[src/rtl/mips_multicycle_sequencer.sv]
// Multi-cycle control sequencer for a single-issue MIPS datapath (R-type, addi, lw, sw).
// Latency: 5 cycles for R-type/addi, 5+MEM_LAT for lw, 4+MEM_LAT for sw, 3 for illegal (accept to IDLE).
// Backpressure: one instruction in flight; newinstr is ignored while busy (no queueing).
//
// Ports:
//   clk, rst          - system clock, asynchronous active-high reset
//   newinstr, opcode  - instruction-valid pulse and instrword[31:26], sampled only when accepted in IDLE
//   busy, done        - not-IDLE flag and one-cycle completion pulse
//   illegal           - last accepted opcode was unsupported (sticky until the next accept)
//   reg_write, mem_read, mem_write - clean single-edge strobes for the register file and data memory
//   mem_to_reg, reg_dst, alu_src, alu_op - datapath selects for the latched opcode
//   instr_count       - retired-instruction counter, wraps modulo 2^COUNT_W
module mips_multicycle_sequencer #(
    parameter int MEM_LAT = 2,
    parameter int COUNT_W = 16
) (
    input  logic               clk,
    input  logic               rst,
    input  logic               newinstr,
    input  logic [5:0]         opcode,
    output logic               busy,
    output logic               done,
    output logic               illegal,
    output logic               reg_write,
    output logic               mem_read,
    output logic               mem_write,
    output logic               mem_to_reg,
    output logic               reg_dst,
    output logic               alu_src,
    output logic [1:0]         alu_op,
    output logic [COUNT_W-1:0] instr_count
);

    // A latency below one cycle makes no sense for the memory; clamp it.
    localparam int LAT    = (MEM_LAT < 1) ? 1 : MEM_LAT;
    localparam int WAIT_W = (LAT > 1) ? $clog2(LAT) : 1;
    localparam logic [WAIT_W-1:0] WAIT_LOAD = WAIT_W'(LAT - 1);

    localparam logic [5:0] OP_RTYPE = 6'd0;
    localparam logic [5:0] OP_ADDI  = 6'd8;
    localparam logic [5:0] OP_LW    = 6'd35;
    localparam logic [5:0] OP_SW    = 6'd43;

    typedef enum logic [2:0] {
        S_IDLE   = 3'd0,
        S_DECODE = 3'd1,
        S_EXEC   = 3'd2,
        S_MEM_RD = 3'd3,
        S_MEM_WR = 3'd4,
        S_WB     = 3'd5,
        S_DONE   = 3'd6
    } state_t;

    // Select bundle: {mem_to_reg, reg_dst, alu_src, alu_op[1:0]}.
    function automatic logic [4:0] sel_of(input logic [5:0] op);
        logic [4:0] s;
        s = 5'b0_0_0_00;
        case (op)
            OP_RTYPE: s = 5'b0_1_0_10;
            OP_ADDI:  s = 5'b0_0_1_00;
            OP_LW:    s = 5'b1_0_1_00;
            OP_SW:    s = 5'b0_0_1_00;
            default:  s = 5'b0_0_0_00;   // unsupported: everything parked at 0
        endcase
        return s;
    endfunction

    function automatic logic supported(input logic [5:0] op);
        return (op == OP_RTYPE) || (op == OP_ADDI) || (op == OP_LW) || (op == OP_SW);
    endfunction

    // Architectural state
    state_t             state_q, state_d;
    logic [5:0]         op_q, op_d;
    logic [WAIT_W-1:0]  wait_q, wait_d;
    logic               illegal_q, illegal_d;
    logic [COUNT_W-1:0] count_q, count_d;

    // Registered outputs
    logic               busy_q, busy_d;
    logic               done_q, done_d;
    logic               reg_write_q, reg_write_d;
    logic               mem_read_q, mem_read_d;
    logic               mem_write_q, mem_write_d;
    logic [4:0]         sel_q, sel_d;

    // Next-state logic.
    always_comb begin
        state_d   = state_q;
        op_d      = op_q;
        wait_d    = wait_q;
        illegal_d = illegal_q;
        count_d   = count_q;

        case (state_q)
            S_IDLE: begin
                if (newinstr) begin
                    op_d      = opcode;
                    illegal_d = 1'b0;
                    state_d   = S_DECODE;
                end
            end
            S_DECODE: begin
                if (!supported(op_q)) begin
                    illegal_d = 1'b1;
                    state_d   = S_DONE;
                end else begin
                    state_d   = S_EXEC;
                end
            end
            S_EXEC: begin
                case (op_q)
                    OP_LW: begin
                        state_d = S_MEM_RD;
                        wait_d  = WAIT_LOAD;
                    end
                    OP_SW: begin
                        state_d = S_MEM_WR;
                        wait_d  = WAIT_LOAD;
                    end
                    default: state_d = S_WB;
                endcase
            end
            S_MEM_RD: begin
                // Stay for LAT cycles total; leave on the cycle the counter reads 0.
                if (wait_q == '0) state_d = S_WB;
                else              wait_d  = wait_q - WAIT_W'(1);
            end
            S_MEM_WR: begin
                if (wait_q == '0) state_d = S_DONE;
                else              wait_d  = wait_q - WAIT_W'(1);
            end
            S_WB: begin
                state_d = S_DONE;
            end
            S_DONE: begin
                if (!illegal_q) count_d = count_q + COUNT_W'(1);
                state_d = S_IDLE;
            end
            default: begin
                state_d = S_IDLE;
            end
        endcase
    end

    // Outputs are computed from the next state so that, once registered, they line
    // up exactly with the state they describe while coming straight from flops.
    always_comb begin
        busy_d      = (state_d != S_IDLE);
        done_d      = (state_d == S_DONE);
        reg_write_d = (state_d == S_WB);
        mem_read_d  = (state_d == S_MEM_RD);
        mem_write_d = (state_d == S_MEM_WR);
        sel_d       = (state_d == S_IDLE) ? 5'b0 : sel_of(op_d);
    end

    always_ff @(posedge clk or posedge rst) begin
        if (rst) begin
            state_q     <= S_IDLE;
            op_q        <= 6'd0;
            wait_q      <= '0;
            illegal_q   <= 1'b0;
            count_q     <= '0;
            busy_q      <= 1'b0;
            done_q      <= 1'b0;
            reg_write_q <= 1'b0;
            mem_read_q  <= 1'b0;
            mem_write_q <= 1'b0;
            sel_q       <= 5'b0;
        end else begin
            state_q     <= state_d;
            op_q        <= op_d;
            wait_q      <= wait_d;
            illegal_q   <= illegal_d;
            count_q     <= count_d;
            busy_q      <= busy_d;
            done_q      <= done_d;
            reg_write_q <= reg_write_d;
            mem_read_q  <= mem_read_d;
            mem_write_q <= mem_write_d;
            sel_q       <= sel_d;
        end
    end

    assign busy        = busy_q;
    assign done        = done_q;
    assign illegal     = illegal_q;
    assign reg_write   = reg_write_q;
    assign mem_read    = mem_read_q;
    assign mem_write   = mem_write_q;
    assign mem_to_reg  = sel_q[4];
    assign reg_dst     = sel_q[3];
    assign alu_src     = sel_q[2];
    assign alu_op      = sel_q[1:0];
    assign instr_count = count_q;

endmodule
[config.mk]
export PLATFORM = sky130hd
export DESIGN_NAME = mips_multicycle_sequencer
export DESIGN_NICKNAME = d
export VERILOG_FILES = /design/src/rtl/mips_multicycle_sequencer.sv
export SDC_FILE = /design/constraint.sdc
export NUM_CORES = 1
export LEC_CHECK = 0
export BUFFER_PORTS_ARGS = -buffer_cell sky130_fd_sc_hd__buf_2
export CAP_MARGIN = 0
export CORE_MARGIN = 1.5
export CORE_UTILIZATION = 48
export DETAILED_ROUTE_END_ITERATION = 16
export PLACE_DENSITY = 0.81
export SLEW_MARGIN = 20
export SYNTH_ARGS = -nofsm -noshare
export SYNTH_HDL_FRONTEND = slang
export SYNTH_SLANG_ARGS = --single-unit
[constraint.sdc]
create_clock -name clk -period 1.5 [get_ports clk]
set_input_delay 0 -clock clk [delete_from_list [all_inputs] [get_ports clk]]
set_output_delay 0 -clock clk [all_outputs]
set_load 0.01 [all_outputs]
==> results.json <==
{
  "status": "finished with violations",
  "violations": "setup timing",
  "cts.sinks": 35,
  "worst_ep_required_time_ns": 1.75,
  "ys.warnings.count": 0,
  "mostFrequentLayoutCells": "buf_2, dfrtp_1, buf_4",
  "cp-start-kind": "flip-flop",
  "r2r-start": "state_q[0]",
  "coreArea_um2": 3130,
  "clkLatencyLatePin_ns": 0.36,
  "cts_tree": "yes",
  "vias": 1352,
  "min_path_type": "input pin to flip-flop",
  "fin_hold_ws_ns": 0.145,
  "gp_congestion": 0.902,
  "area_growth_pct": 44.4,
  "die_h_um": 61.2,
  "fin_nets": 218,
  "grt-ovfl-total": 0,
  "maxCapViolations": 0,
  "p_leak_nw": 1.15,
  "drc": 0,
  "wirelength_um": 4010,
  "setup.worst_path.end_class": "flip-flop",
  "grt_pass1_wl_um": 6000,
  "clk_pin_slew_ns": 0.12,
  "core.rowCount": 20,
  "dr.pass1.iters": 4,
  "hold_violations": 0,
  "postRouteAntennaNets": 0,
  "wire_per_inst_um": 15.8,
  "yosysTopAreaCellShare_pct": 53.8,
  "die_w_um": 61.2,
  "power.density_nw_per_um2": 1630,
  "crit_start": "state_q[0]",
  "dp_hpwl_um": 2460,
  "antenna_found_initial": 0,
  "yosys.area.top_type": "dfrtp_1",
  "die_area_um2": 3750,
  "htree_levels": 2,
  "fin_worst_skew_ns": 0.0141,
  "crit_path_max_fanout": 12,
  "slowest_delay_ns": 0.45,
  "min_from": "newinstr",
  "layout_setup_ws_ns": -0.0759,
  "diodes": 0,
  "cp_slowest_cell": "dfrtp_2",
  "pin_count": 36,
  "port_buffers": 34,
  "layout-drive-gt1-share_pct": 48.3,
  "vdd_drop_max_mv": 1.15,
  "max_freq_mhz": 635,
  "cts_root_buffer": "clkbuf_4",
  "cts_buffer_depth": 2,
  "start_util_pct": 52.0,
  "dr.first_iter.drc_count": 55,
  "period_minus_slack_ns": 1.58,
  "setup_viol_count_final": 11,
  "ys_types": 40,
  "track_usage_pct": 22.6,
  "synth_seq_cells": 35,
  "period_share_pct": 105,
  "total_power_mw": 3.82,
  "synthTopCellsByArea": "dfrtp_1, mux2_2, xor2_1, xnor2_1, nand2b_1",
  "synthesis.instances": 144,
  "synth_nets": 154,
  "rsz0062_at_grt": "yes",
  "drv_slew": 0,
  "numCtsBuffers": 5,
  "final_common_cell": "buf_2",
  "grt_max_degree": 36,
  "avgSynthCellArea_um2": 11.3,
  "grt_pass1_vias": 1336,
  "cp.arrival_ns": 1.83,
  "routed_via_density": 5.34,
  "syn-cell-area_um2": 1630,
  "seq_area_frac_synth_pct": 53.8,
  "path_class": "flip-flop to flip-flop",
  "crit_chain": "buf_6 -> nor4b_4 -> buf_4 -> mux2_2"
}
metal layers:
metal | track usage, % | share of wire, % | up-vias
met4 | 10.2 | 2.0 | 0
met1 | 25.4 | 40 | 672
met5 | 0 | 0 | -
met2 | 39.5 | 53 | 41
met3 | 6.51 | 4.6 | 10
li1 | - | - | 629
path summary, 6_finish.rpt:
| check | end | slack [ns] | depth (start not counted) |
|---|---|---|---|
| max | op_q[5] | -0.08 | 4 |
| min | sel_q[2] | 0.15 | 4 |
| max reg2reg | op_q[5] | -0.08 | 4 |
| min reg2reg | instr_count[15] | 0.48 | 1 |
| max in group asynchronous | state_q[1] | 0.89 | 4 |
| min in group asynchronous | instr_count[9] | 0.26 | 4 |
critical path: cells and delay by family, from the launching register on:
| kind | cells | cell delay [ns] |
|---|---|---|
| buf+inv | 2 | 0.38 |
| flops | 1 | 0.45 |
| mux | 1 | 0.36 |
| simple gates | 1 | 0.29 |
state kept, by name, summed over array words and instances, names as in the netlist:
register,flops
instr_count,16
op_q,6
sel_q,3
state_q,3
busy,1
done,1
illegal,1
mem_read,1
mem_write,1
reg_write,1
wait_q,1
what timing repair did:
action | 4_1_cts | 5_1_grt
setup endpoints to repair | 18 | 24
setup buffers | 4 | 6
resized for setup | 18 | 27
endpoints found under the hold margin | 42 | 2
pin swaps | 7 | 14
hold buffers | 6 | 1
stage by stage:
step                setup WS, ns  setup TNS [ns]  util, %  cells  area (um2)
finish                   -0.0759          -0.491     75.1    253        2350
global route              -0.121           -1.34     75.1    253        2350
CTS                      -0.0340          -0.171     69.6    247        2180
detailed placement        -0.140           -1.28     61.2    230        1920
global placement          -0.125          -0.866     61.2    230        1920
floorplan               -0.00365        -0.00365        -    144        1630
layout make-up:
class                           count  area (um2)
Clock buffer                        5        37.5
Clock inverter                      3        43.8
Fill cell                         206         778
Inverter                            7        26.3
Multi-Input combinational cell     98         890
Sequential cell                    35         880
Tap cell                           44        55.1
Timing Repair Buffer               61         418
synthesized netlist by cell type:
cell type  number
dfrtp_1        35
nand2_1         9
nor2_1          8
xor2_1          8
inv_1           7
mux2_2          7
nand3_1         7
xnor2_1         7
a21oi_1         6
nand2b_1        6
nor3_1          6
and2_1          3
buf_4           3
nor2b_1         3
and3_1          2
o21ai_0         2
o31a_1          2
a2111oi_1       1
a211oi_1        1
a21o_1          1
a22oi_1         1
a31oi_1         1
a41oi_1         1
and4_1          1
and4bb_1        1
and4bb_2        1
buf_2           1
conb_1          1
ha_1            1
nand4_1         1
nand4_4         1
nor4_2          1
nor4b_2         1
o211ai_1        1
o21bai_1        1
o32ai_2         1
or2_2           1
or3_1           1
or4_1           1
or4b_1          1
logic make-up after synthesis:
group                      Yosys count  synth area share (%)
adders and majority gates            1                 0.769
AOI/OAI and AO/OA                   19                  8.38
other                                1                 0.230
buffers and inverters               11                  3.31
muxes                                7                  4.84
xor gates and xnor gates            15                  8.07
and+or+nand+nor                     55                  20.6
DFF                                 35                  53.8
power breakdown:
group | internal (mW) | total, mW | leakage, nW | switching, mW
clock network | 0.350 | 0.692 | 0.0452 | 0.342
registers | 1.20 | 1.48 | 0.454 | 0.287
logic | 0.854 | 1.65 | 0.655 | 0.794
(Power assumes the default switching activity.)
